## src/rtl/adc_ddr_tx_emulator.sv

```systemverilog
// AD9284-style interleaved DDR transmitter for loopback testing of the LVDS receive path.
// Emits a training sequence, then FIFO samples or built-in test patterns as rise/fall byte pairs.
module adc_ddr_tx_emulator #(
  parameter int                DATA_W       = 8,
  parameter int                FIFO_DEPTH   = 16,
  parameter int                TRAIN_CYCLES = 64,
  parameter logic [DATA_W-1:0] TRAIN_A      = 8'hA5,
  parameter logic [DATA_W-1:0] TRAIN_B      = 8'h5A
) (
  input  logic                          clock,
  input  logic                          reset_n,
  input  logic                          enable,
  input  logic [1:0]                    mode,
  input  logic [2*DATA_W-1:0]           fixed_value,
  input  logic                          s_valid,
  output logic                          s_ready,
  input  logic [DATA_W-1:0]             s_data_a,
  input  logic [DATA_W-1:0]             s_data_b,
  output logic [DATA_W-1:0]             data_rise,
  output logic [DATA_W-1:0]             data_fall,
  output logic                          dco_en,
  output logic                          training,
  output logic                          underflow,
  output logic [$clog2(FIFO_DEPTH):0]   fifo_level
);

  localparam int PTR_W = $clog2(FIFO_DEPTH);
  localparam int LVL_W = PTR_W + 1;
  localparam int CNT_W = $clog2(TRAIN_CYCLES) + 1;
  localparam logic [LVL_W-1:0]  FULL = LVL_W'(FIFO_DEPTH);
  localparam logic [DATA_W-1:0] CHK  = {(DATA_W/2){2'b01}};

  typedef enum logic [1:0] {S_IDLE, S_TRAIN, S_RUN} state_t;

  state_t state_q, state_d;
  logic [CNT_W-1:0]    train_cnt_q;

  logic [2*DATA_W-1:0] mem [FIFO_DEPTH];
  logic [PTR_W-1:0]    wr_ptr, rd_ptr;
  logic [LVL_W-1:0]    level_q;
  logic                push, pop, flush, run_step;

  logic [DATA_W-1:0]   ramp_q, ramp_base;
  logic                chk_q, chk_base;
  logic [1:0]          mode_q;

  always_comb begin
    state_d = state_q;
    unique case (state_q)
      S_IDLE:  if (enable) state_d = S_TRAIN;
      S_TRAIN: begin
        if (!enable)                state_d = S_IDLE;
        else if (train_cnt_q == '0) state_d = S_RUN;
      end
      S_RUN:   if (!enable) state_d = S_IDLE;
      default: state_d = S_IDLE;
    endcase
  end

  always_ff @(posedge clock) begin
    if (!reset_n) begin
      state_q     <= S_IDLE;
      train_cnt_q <= '0;
    end else begin
      state_q <= state_d;
      if (state_q == S_IDLE)
        train_cnt_q <= CNT_W'(TRAIN_CYCLES - 1);
      else if (state_q == S_TRAIN && train_cnt_q != '0)
        train_cnt_q <= train_cnt_q - CNT_W'(1);
    end
  end

  // Outputs are registered against the next state, so they change on the same edge as the state.
  assign run_step   = (state_d == S_RUN);
  assign flush      = (state_d == S_IDLE);
  assign s_ready    = (state_q != S_IDLE) && (level_q < FULL);
  assign push       = s_valid && s_ready;
  assign pop        = run_step && (mode == 2'd0) && (level_q != '0);
  assign fifo_level = level_q;

  always_ff @(posedge clock) begin
    if (push) mem[wr_ptr] <= {s_data_a, s_data_b};
  end

  always_ff @(posedge clock) begin
    if (!reset_n || flush) begin
      wr_ptr  <= '0;
      rd_ptr  <= '0;
      level_q <= '0;
    end else begin
      if (push) wr_ptr <= wr_ptr + PTR_W'(1);
      if (pop)  rd_ptr <= rd_ptr + PTR_W'(1);
      unique case ({push, pop})
        2'b10:   level_q <= level_q + LVL_W'(1);
        2'b01:   level_q <= level_q - LVL_W'(1);
        default: level_q <= level_q;
      endcase
    end
  end

  // Pattern generators restart whenever their mode is newly selected.
  assign ramp_base = (mode_q == 2'd1) ? ramp_q : '0;
  assign chk_base  = (mode_q == 2'd3) ? chk_q  : 1'b0;

  always_ff @(posedge clock) begin
    if (!reset_n) begin
      data_rise <= '0;
      data_fall <= '0;
      dco_en    <= 1'b0;
      training  <= 1'b0;
      underflow <= 1'b0;
      ramp_q    <= '0;
      chk_q     <= 1'b0;
      mode_q    <= '0;
    end else begin
      mode_q <= mode;
      unique case (state_d)
        S_IDLE: begin
          data_rise <= '0;
          data_fall <= '0;
          dco_en    <= 1'b0;
          training  <= 1'b0;
          underflow <= 1'b0;
        end
        S_TRAIN: begin
          data_rise <= TRAIN_A;
          data_fall <= TRAIN_B;
          dco_en    <= 1'b1;
          training  <= 1'b1;
        end
        default: begin
          dco_en   <= 1'b1;
          training <= 1'b0;
          unique case (mode)
            2'd0: begin
              if (level_q != '0) {data_rise, data_fall} <= mem[rd_ptr];
              else               underflow <= 1'b1;
            end
            2'd1: begin
              data_rise <= ramp_base;
              data_fall <= ramp_base + DATA_W'(1);
              ramp_q    <= ramp_base + DATA_W'(2);
            end
            2'd2: begin
              data_rise <= fixed_value[2*DATA_W-1:DATA_W];
              data_fall <= fixed_value[DATA_W-1:0];
            end
            default: begin
              data_rise <= chk_base ? ~CHK : CHK;
              data_fall <= chk_base ? CHK : ~CHK;
              chk_q     <= ~chk_base;
            end
          endcase
        end
      endcase
    end
  end

endmodule

```

## config.mk

```make
export PLATFORM = sky130hd
export DESIGN_NAME = adc_ddr_tx_emulator
export DESIGN_NICKNAME = d
export VERILOG_FILES = /design/src/rtl/adc_ddr_tx_emulator.sv
export SDC_FILE = /design/constraint.sdc
export NUM_CORES = 1
export LEC_CHECK = 0
export BUFFER_PORTS_ARGS = -buffer_cell sky130_fd_sc_hd__buf_2
export CORE_MARGIN = 2
export CORE_UTILIZATION = 58
export CTS_CLUSTER_SIZE = 40
export DETAILED_ROUTE_END_ITERATION = 6
export PLACE_DENSITY = 0.76
export SYNTH_ARGS = -nofsm -noshare
export SYNTH_HDL_FRONTEND = slang
export SYNTH_SLANG_ARGS = --single-unit
```

## constraint.sdc

```tcl
create_clock -name clock -period 10.4 [get_ports clock]
set_clock_uncertainty 0.2 [all_clocks]
set_input_delay 1.56 -clock clock [delete_from_list [all_inputs] [get_ports clock]]
set_output_delay 1.56 -clock clock [all_outputs]
set_load 0.1 [all_outputs]
```

==> reports/metrics.cfg, run 1 <==
[status]
status = complete, no violations

[critical_path]
cp.required_ns = 10.69
r2r_start = train_cnt_q[0]$_SDFFE_PN0P_
crit_path_top_delay_cell = or4b_2
critPathArrivalTime_ns = 4.63
startpoint = mode[1]
path_cells = buf_2 > or2_2 > a21oi_1 > nand3_1 > inv_1 > ha_1 > xor2_1 > ha_1 > or4b_2 > a221o_1 > nand3_1
cp_max_fo = 26
path_delay_family = simple AND/OR/NAND/NOR gates
cp-end-kind = flip-flop
max_stage_delay_ns = 0.63
path_class = primary input to flip-flop
rrSetupSlack_ns = 6.43
worst-path-buf-inv = 2
cp-start-kind = primary input

[drt]
ant_nets = 0
viasPerCell = 6.38
drtIter0Drc = 704
drc = 0
vias = 7333
routed_wl_mm = 27.9
post_drt_wl_per_cell_um = 24.3
firstDrtPassIters = 5

[global_routing]
grt_usage_pct = 24.3
grt_max_degree = 39
antenna_found_initial = 2
grt.overflow.total = 0
grt_pass1_wl_mm = 43.1
grt_pass1_vias = 7297

[timing]
rsz0062_at_grt = no
fin_crit_sh_pct = 41.7
fin_crit_ns = 4.34
setup_ws_ns = 6.06
worst_pin_slew_ns = 1.18
slew_headroom_pct = 20.9
fmax_mhz = 231
final-hold-violation-count = 0
setup-tns-final_ns = 0
slew_viol_final = 0
setup_viol = 0

[synth]
yosysSeqAreaShare_pct = 68.9
synth_ff_type = edfxtp_1
synthesis.nets = 833
syn-mean-instance-area_um2 = 16.3
synth-edff-count = 256
syn-cell-area_um2 = 12800
synthCells = 784
yosysWarnings = 0
yosysTopAreaCell = edfxtp_1
synth_seq_cells = 312
yosysMostFrequentCell = edfxtp_1
synthArstFlopShare_pct = 0
synth_top_area_share_pct = 60.1
synth_cell_types = 65
synth_commonest_cells = edfxtp_1, mux4_2, dfxtp_1, nor2_1, nand2_1
synth_top_cells_by_area = edfxtp_1, mux4_2, dfxtp_1

[run]
drv_cap = 0

[pwr]
ir_drop_mv = 0.119
totalPowerFinal_mw = 2.46
power_per_cell_area_nw_per_um2 = 171
power.leakage_nw = 4.64

[floorplanning]
die_h_um = 153
core_area_um2 = 21800
initial_core_util_pct = 58.8
dieArea_um2 = 23300
die_w_um = 153
io_pins = 63
rows = 54

[clock_network]
cts_sinks = 312
ctsResizeCount = 0
ctsRootBufferMaster = clkbuf_16
cts_hold_buffers = 0
cts_tree = yes
cts_made_buffers = 30
cts_buffer_depth = 3
clk_pin_slew_ns = 0.06
clkLatencyLatePin_ns = 0.57
htreeDepth = 1
post_cts_buffers = 0

[cells_and_area]
design_area_um2 = 14300
area_growth_pct = 12.1
drive_gt1_share_pct = 23.9
nNetsFinal = 899
fin_util_pct = 65.9

[min_path]
hold_path.class = flip-flop to flip-flop
min-delay-start = data_fall[0]$_SDFFE_PN0P_

[placed_design]
io_buffer_count = 62
hpwl_mm = 17.2
gp_congestion = 0.895
place_area_um2 = 13400
post-place-ws_ns = 5.54

cells in the final DEF (no fill, tap or decap), drive strengths merged, types with 9 or more instances in the layout:
cell type | Yosys | final
clkbuf | 35 | 38
o21ai | 27 | 27
o22ai | 9 | 9
inv | 14 | 14
and2 | 10 | 10
dfxtp | 56 | 56
a21oi | 25 | 25
nor2 | 48 | 48
mux2i | 35 | 35
mux4 | 66 | 66
nand3 | 12 | 12
xor2 | 10 | 10
ha | 11 | 11
nand2 | 37 | 37
nor3 | 13 | 13
buf | 13 | 82
edfxtp | 256 | 256
area by class of cell:
class                   count  area (um^2)
well taps                 280          350
fillers                  1453         7410
repair buffers             82          460
inverters                  14         52.6
multi-input cells         410         3760
clock buffers              38          781
flip-flops and latches    312         8810
clock inverters            11          115
diodes                      2         5.00
path summary, 6_finish.rpt:
kind,endpoint,cells past startpoint
worst max-delay path,fifo_level[2]$_SDFFE_PP0P_,11
worst min-delay path,data_fall[0]$_SDFFE_PN0P_,2
worst max register to register,fifo_level[2]$_SDFFE_PP0P_,12
worst min register to register,data_fall[0]$_SDFFE_PN0P_,2
routing by layer:
layer | wire length, um | global-route usage [%] | up-vias | share of wire (%)
li1 | - | - | 3230 | -
met1 | 11000 | 33.6 | 3684 | 39
met2 | 13700 | 39.7 | 366 | 49
met3 | 2570 | 5.35 | 53 | 9.2
met4 | 629 | 6.92 | 0 | 2.3
met5 | 0 | 0 | - | 0
logic make-up (layout without fill, tap and decap cells):
logic type / after synthesis / after routing / synth area share, %
muxes: 102 / 102 / 14.4
AOI/OAI and AO/OA: 114 / 114 / 5.95
other: 0 / 2 / 0
adders and majority gates: 11 / 11 / 1.08
DFF: 312 / 312 / 68.9
and+or+nand+nor: 169 / 169 / 6.80
xor gates and xnor gates: 14 / 14 / 0.958
buffers and inverters: 62 / 145 / 1.92
power by group:
group | switching (mW) | internal, mW | leakage [nW]
logic | 0.0615 | 0.0200 | 1.46
clock network | 0.442 | 0.574 | 0.423
registers | 0.00480 | 1.36 | 2.76
worst register-to-register path: stages (launching register included):
cell and delay, ns:
dfxtp_1 0.35, inv_1 0.07, ha_1 0.25, nand2b_1 0.16, o41ai_1 0.64, nand3_1 0.30
inv_1 0.12, ha_1 0.40, xor2_1 0.13, ha_1 0.27, or4b_2 0.63, a221o_1 0.34
nand3_1 0.07
sequential cells by signal, summed over array words and instances (netlist names), 2 cells and up, named ones only:
| name | cells |
|---|---|
| data_rise | 8 |
| wr_ptr | 4 |
| ramp_q | 8 |
| mode_q | 2 |
| state_q | 2 |
| rd_ptr | 4 |
| fifo_level | 5 |
| data_fall | 8 |
| train_cnt_q | 7 |
| mem | 256 |
metrics by stage:
stage,cells,hold slack (ns)
after floorplan,784,0.259
after global placement,1098,0.229
after detailed placement,1098,0.238
after CTS,1147,0.247
after global routing,1148,0.258
final,1149,0.250
Note: power is estimated with default switching activity, not from simulation.
==> inputs of run 2 (changes only) <==
Clock period 10.4 ns to 4.3 ns, I/O delays scaled along.
==> reports/metrics.cfg, run 2 (synthesis gave the netlist of run 1 again) <==
[timing]
slew_viol_final = 0  ; unchanged
fin_crit_ns = 3.97
worst_hold_slack_ns = 0.147  ; was 0.250 ns
rsz0062_at_grt = no  ; unchanged
final-hold-violation-count = 0  ; unchanged
worst_pin_slew_ns = 1.12  ; was 1.18 ns
setup_ws_ns = 0.331  ; was 6.06 ns
slew_headroom_pct = 24.7  ; was 20.9%
setup_viol = 0  ; unchanged
fin_crit_sh_pct = 92.3
setup-tns-final_ns = 0  ; unchanged
fmax_mhz = 252

[drt]
firstDrtPassIters = 6  ; was 5
routed_wl_mm = 28.7  ; was 27.9 mm
post_drt_wl_per_cell_um = 24.6  ; was 24.3 um
drc = 0  ; unchanged
ant_nets = 0  ; unchanged
viasPerCell = 6.41  ; was 6.38
vias = 7455  ; was 7,333
drtIter0Drc = 681  ; was 704

[clock_network]
htreeDepth = 1  ; unchanged
clkLatencyLatePin_ns = 0.56  ; was 0.57 ns
cts_made_buffers = 31  ; was 30
ctsResizeCount = 0  ; unchanged
cts_buffer_depth = 3  ; unchanged
post_cts_buffers = 0  ; unchanged
cts_hold_buffers = 0  ; unchanged
ctsRootBufferMaster = clkbuf_16  ; unchanged
clk_pin_slew_ns = 0.06  ; about the same
cts_tree = yes  ; unchanged
cts_sinks = 312  ; unchanged

[cells_and_area]
drive_gt1_share_pct = 25.2  ; was 23.9%
fin_util_pct = 66.6  ; was 65.9%
nNetsFinal = 907  ; was 899
largest_register_ff_count = 256  ; unchanged
final_cells = 1163  ; was 1,149
mostFrequentLayoutCells = edfxtp_1, mux4_2, buf_2, dfxtp_1, nor2_1  ; unchanged
largest-register = mem  ; unchanged
final_common_cell = edfxtp_1  ; unchanged
final.fill_count = 1406  ; was 1,453
area_growth_pct = 13.3  ; was 12.1%
design_area_um2 = 14500  ; was 14,300 um^2
multi_input_area_um2 = 3760  ; unchanged
regArea_um2 = 8810  ; unchanged

[pwr]
ir_drop_mv = 0.293  ; was 0.119 mV
totalPowerFinal_mw = 6.15  ; was 2.46 mW
power.leakage_nw = 4.74  ; was 4.64 nW
power_per_cell_area_nw_per_um2 = 424  ; was 171 nW/um^2

[floorplanning]
die_h_um = 153  ; unchanged
core_area_um2 = 21800  ; unchanged
rows = 54  ; unchanged
initial_core_util_pct = 58.8  ; unchanged
die_w_um = 153  ; unchanged
dieArea_um2 = 23300  ; unchanged
io_pins = 63  ; unchanged

[global_routing]
grt_pass1_wl_mm = 44.5  ; was 43.1 mm
antenna_found_initial = 1  ; was 2
grt_usage_pct = 25.0  ; was 24.3%
grt_max_degree = 33  ; was 39
grt.overflow.total = 0  ; unchanged
grt_pass1_vias = 7485  ; was 7,297

[critical_path]
cp-start-kind = flip-flop  ; was primary input
cp-end-kind = flip-flop  ; unchanged
cp.required_ns = 4.60  ; was 10.69 ns
critPathArrivalTime_ns = 4.27  ; was 4.63 ns
path_class = flip-flop to flip-flop  ; was primary input to flip-flop
cp_max_fo = 13  ; was 26

[placed_design]
post-place-ws_ns = 0.291  ; was 5.54 ns
placed_cells = 1105  ; was 1,098
io_buffer_count = 62  ; unchanged
hpwl_mm = 17.9  ; was 17.2 mm
place_area_um2 = 13500  ; was 13,400 um^2
gp_congestion = 0.895  ; about the same

[status]
status = complete, no violations  ; unchanged

[min_path]
hold_path.class = primary input to flip-flop  ; was flip-flop to flip-flop

[run]
drv_cap = 0  ; unchanged

==> run 2: changes by cell type in the layout (fill, tap and decap cells not counted), sizes merged <==
cell,change
buf,+7
bufinv,+2
clkbuf,-4
clkinv,+9
diode,-1
inv,+1
==> run 2: where the power goes <==
part	switching [mW]	internal [mW]	total, mW
sequential	0.0116	3.28	3.29
clock	1.11	1.55	2.66
combinational	0.150	0.0483	0.198
total	1.27	4.88	6.15
==> run 2: final timing paths <==
path | endpoint | depth (start not counted) | slack [ns] | startpoint
min reg2reg | data_fall[2]$_SDFFE_PN0P_ | 2 | 0.25 | data_fall[2]$_SDFFE_PN0P_
max reg2reg | fifo_level[2]$_SDFFE_PP0P_ | 12 | 0.33 | train_cnt_q[0]$_SDFFE_PN0P_
max | fifo_level[2]$_SDFFE_PP0P_ | 12 | 0.33 | train_cnt_q[0]$_SDFFE_PN0P_
min | data_rise[7]$_SDFFE_PN0P_ | 3 | 0.15 | fixed_value[15]
==> run 2: area by class of cell <==
| cell class | count | share of cell area (%) |
|---|---|---|
| Antenna cell | 1 | 0.0173 |
| Clock buffer | 34 | 5.43 |
| Clock inverter | 23 | 1.46 |
| Inverter | 14 | 0.363 |
| Multi-Input combinational cell | 410 | 26.0 |
| Sequential cell | 312 | 60.8 |
| Tap cell | 280 | 2.42 |
| Timing Repair Buffer | 89 | 3.54 |
==> run 2: worst max-delay path: stages, from the launching register on <==
cell and delay [ns]:
dfxtp_1 0.35, inv_1 0.07, ha_1 0.23, nand2b_1 0.16
o41ai_1 0.61, nand3_1 0.30, inv_1 0.11, ha_1 0.40
xor2_1 0.14, ha_1 0.28, or4b_2 0.64, a221o_1 0.35
nand3_1 0.07
==> run 2: metal layers <==
layer / up-vias / wire length, um / track usage [%]
li1: 3262 / - / -
met3: 75 / 2530 / 4.75
met4: 0 / 855 / 7.80
met2: 394 / 13900 / 40.8
met5: - / 0 / 0
met1: 3724 / 11400 / 34.8
==> inputs of run 3 (changes only) <==
Settings changed: GPL_ROUTABILITY_DRIVEN from default to 0, PLACE_DENSITY 0.76 to 0.74.
==> reports/metrics.cfg, run 3 (synthesis gave the netlist of run 1 again) <==
[critical_path]
max_stage_delay_ns = 0.63  ; was 0.64 ns
cp_max_fo = 13  ; unchanged
crit_path_top_delay_cell = or4b_2  ; unchanged
path_class = flip-flop to flip-flop  ; unchanged
worst_path_most_repeated_cell = ha_1  ; unchanged
rrSetupSlack_ns = 0.42  ; was 0.33 ns
cp-start-kind = flip-flop  ; unchanged
r2r_start = train_cnt_q[0]$_SDFFE_PN0P_  ; unchanged
r2r_end = fifo_level[2]$_SDFFE_PP0P_  ; unchanged
worstSetupEndpoint = fifo_level[2]$_SDFFE_PP0P_  ; unchanged
critPathArrivalTime_ns = 4.16  ; was 4.27 ns
cp-end-kind = flip-flop  ; unchanged
cp.required_ns = 4.59  ; was 4.60 ns
path_cells = inv_1 > ha_1 > nand2b_1 > o41ai_2 > nand3_1 > inv_1 > ha_1 > xor2_1 > ha_1 > or4b_2 > a21oi_1 > a31oi_1 > nand3_1  ; was inv_1 > ha_1 > nand2b_1 > o41ai_1 > nand3_1 > inv_1 > ha_1 > xor2_1 > ha_1 > or4b_2 > a221o_1 > nand3_1
reg2reg_depth = 13  ; was 12
startpoint = train_cnt_q[0]$_SDFFE_PN0P_  ; unchanged

[pwr]
totalPowerFinal_mw = 6.02  ; was 6.15 mW
power.leakage_nw = 4.72  ; was 4.74 nW
power_per_cell_area_nw_per_um2 = 416  ; was 424 nW/um^2
ir_drop_mv = 0.340  ; was 0.293 mV

[floorplanning]
die_h_um = 153  ; unchanged
rows = 54  ; unchanged
die_w_um = 153  ; unchanged
core_area_um2 = 21800  ; unchanged
dieArea_um2 = 23300  ; unchanged
initial_core_util_pct = 58.8  ; unchanged
io_pins = 63  ; unchanged

[cells_and_area]
largest_register_ff_count = 256  ; unchanged
drive_gt1_share_pct = 25.0  ; was 25.2%
multi_input_area_um2 = 3770  ; was 3760 um^2
final_cells = 1157  ; was 1,163
area_growth_pct = 13.0  ; was 13.3%
diodes = 0  ; was 1
largest-register = mem  ; unchanged
final.fill_count = 1438  ; was 1,406
mostFrequentLayoutCells = edfxtp_1, mux4_2, buf_2, dfxtp_1, nor2_1  ; unchanged
final_common_cell = edfxtp_1  ; unchanged
design_area_um2 = 14500  ; about the same
regArea_um2 = 8810  ; unchanged
nNetsFinal = 905  ; was 907
fin_util_pct = 66.4  ; was 66.6%

[clock_network]
clk_pin_slew_ns = 0.06  ; about the same
clkLatencyLatePin_ns = 0.55  ; was 0.56 ns
cts_made_buffers = 30  ; was 31
post_cts_buffers = 0  ; unchanged
ctsRootBufferMaster = clkbuf_16  ; unchanged
cts_tree = yes  ; unchanged
cts_buffer_depth = 3  ; unchanged
cts_sinks = 312  ; unchanged
htreeDepth = 1  ; unchanged

[placed_design]
hpwl_mm = 17.8  ; was 17.9 mm
place_area_um2 = 13500  ; about the same
io_buffer_count = 62  ; unchanged
post-place-ws_ns = 0.335  ; was 0.291 ns
placed_cells = 1104  ; was 1,105

[drt]
drtIter0Drc = 888  ; was 681
post_drt_wl_per_cell_um = 24.2  ; was 24.6 um
viasPerCell = 6.28  ; was 6.41
firstDrtPassIters = 5  ; was 6
vias = 7268  ; was 7,455
drc = 0  ; unchanged
ant_nets = 0  ; unchanged
routed_wl_mm = 27.9  ; was 28.7 mm

[min_path]
hold_path.class = primary input to flip-flop  ; unchanged

[global_routing]
grt_max_degree = 33  ; unchanged
antenna_found_initial = 0  ; was 1
grt.overflow.total = 0  ; unchanged
grt_usage_pct = 24.3  ; was 25.0%
grt_pass1_vias = 7202  ; was 7,485
grt_pass1_wl_mm = 42.8  ; was 44.5 mm

[timing]
worst_pin_slew_ns = 1.07  ; was 1.12 ns
slew_viol_final = 0  ; unchanged
slew_headroom_pct = 27.8  ; was 24.7%
fin_crit_ns = 3.88  ; was 3.97 ns
rsz0062_at_grt = no  ; unchanged
worst_hold_slack_ns = 0.149  ; was 0.147 ns
final-hold-violation-count = 0  ; unchanged
setup_ws_ns = 0.424  ; was 0.331 ns
fmax_mhz = 258  ; was 252 MHz
setup-tns-final_ns = 0  ; unchanged
fin_crit_sh_pct = 90.1  ; was 92.3%
setup_viol = 0  ; unchanged

[status]
status = complete, no violations  ; unchanged

[run]
drv_cap = 0  ; unchanged

[run 3: cell count changes in the layout (fill, tap and decap cells not counted), sizes merged]
cell,before,now
inv,15,14
bufinv,4,3
clkinv,15,13
buf,89,88
clkbuf,34,35
clkinvlp,3,2
diode,1,0
[run 3: metal layers]
metal / vias up / part of all wire, % / global-route usage [%]
met1: 3651 / 41 / 34.3
met2: 321 / 49 / 40.0
met5: - / 0 / 0
met4: 0 / 2.3 / 5.73
met3: 55 / 8.1 / 4.66
li1: 3241 / - / -
[run 3: worst min path at each step]
stage / from / to / depth (start not counted)
3_3_place_gp: data_fall[5]$_SDFFE_PN0P_ / data_fall[5]$_SDFFE_PN0P_ / 2
4_1_cts: fixed_value[15] / data_rise[7]$_SDFFE_PN0P_ / 3
5_1_grt: fixed_value[15] / data_rise[7]$_SDFFE_PN0P_ / 3
3_5_place_dp: data_rise[7]$_SDFFE_PN0P_ / data_rise[7]$_SDFFE_PN0P_ / 2
6_report: fixed_value[15] / data_rise[7]$_SDFFE_PN0P_ / 3
2_1_floorplan: ramp_q[1]$_SDFFE_PN0P_ / ramp_q[1]$_SDFFE_PN0P_ / 2
[run 3: timing repair]
action	4_1_cts	5_1_grt
hold buffers	0	0
resized for setup	0	1
setup endpoints to repair	0	1
[run 3: final cells by class]
type,count,share of cell area (%)
multi-input cells,410,26.1
clock inverters,18,1.07
flip-flops and latches,312,61.0
repair buffers,88,3.58
well taps,280,2.42
inverters,14,0.364
clock buffers,35,5.47
[run 3: worst max-delay path, delay by kind of cell, from the launching register on]
| kind | cells | cell delay [ns] |
|---|---|---|
| buffers and inverters | 2 | 0.18 |
| flip-flops | 1 | 0.34 |
| AND/OR/NAND/NOR | 4 | 1.17 |
| AO/OA/AOI/OAI | 3 | 0.79 |
| XOR/XNOR | 1 | 0.19 |
| adder cells (fa/ha/maj) | 3 | 0.92 |
[run 3: power by group]
group	switching (mW)	internal, mW	leakage, nW
logic	0.150	0.0489	1.50
registers	0.0116	3.28	2.76
clock network	1.05	1.48	0.461
total	1.21	4.81	4.72
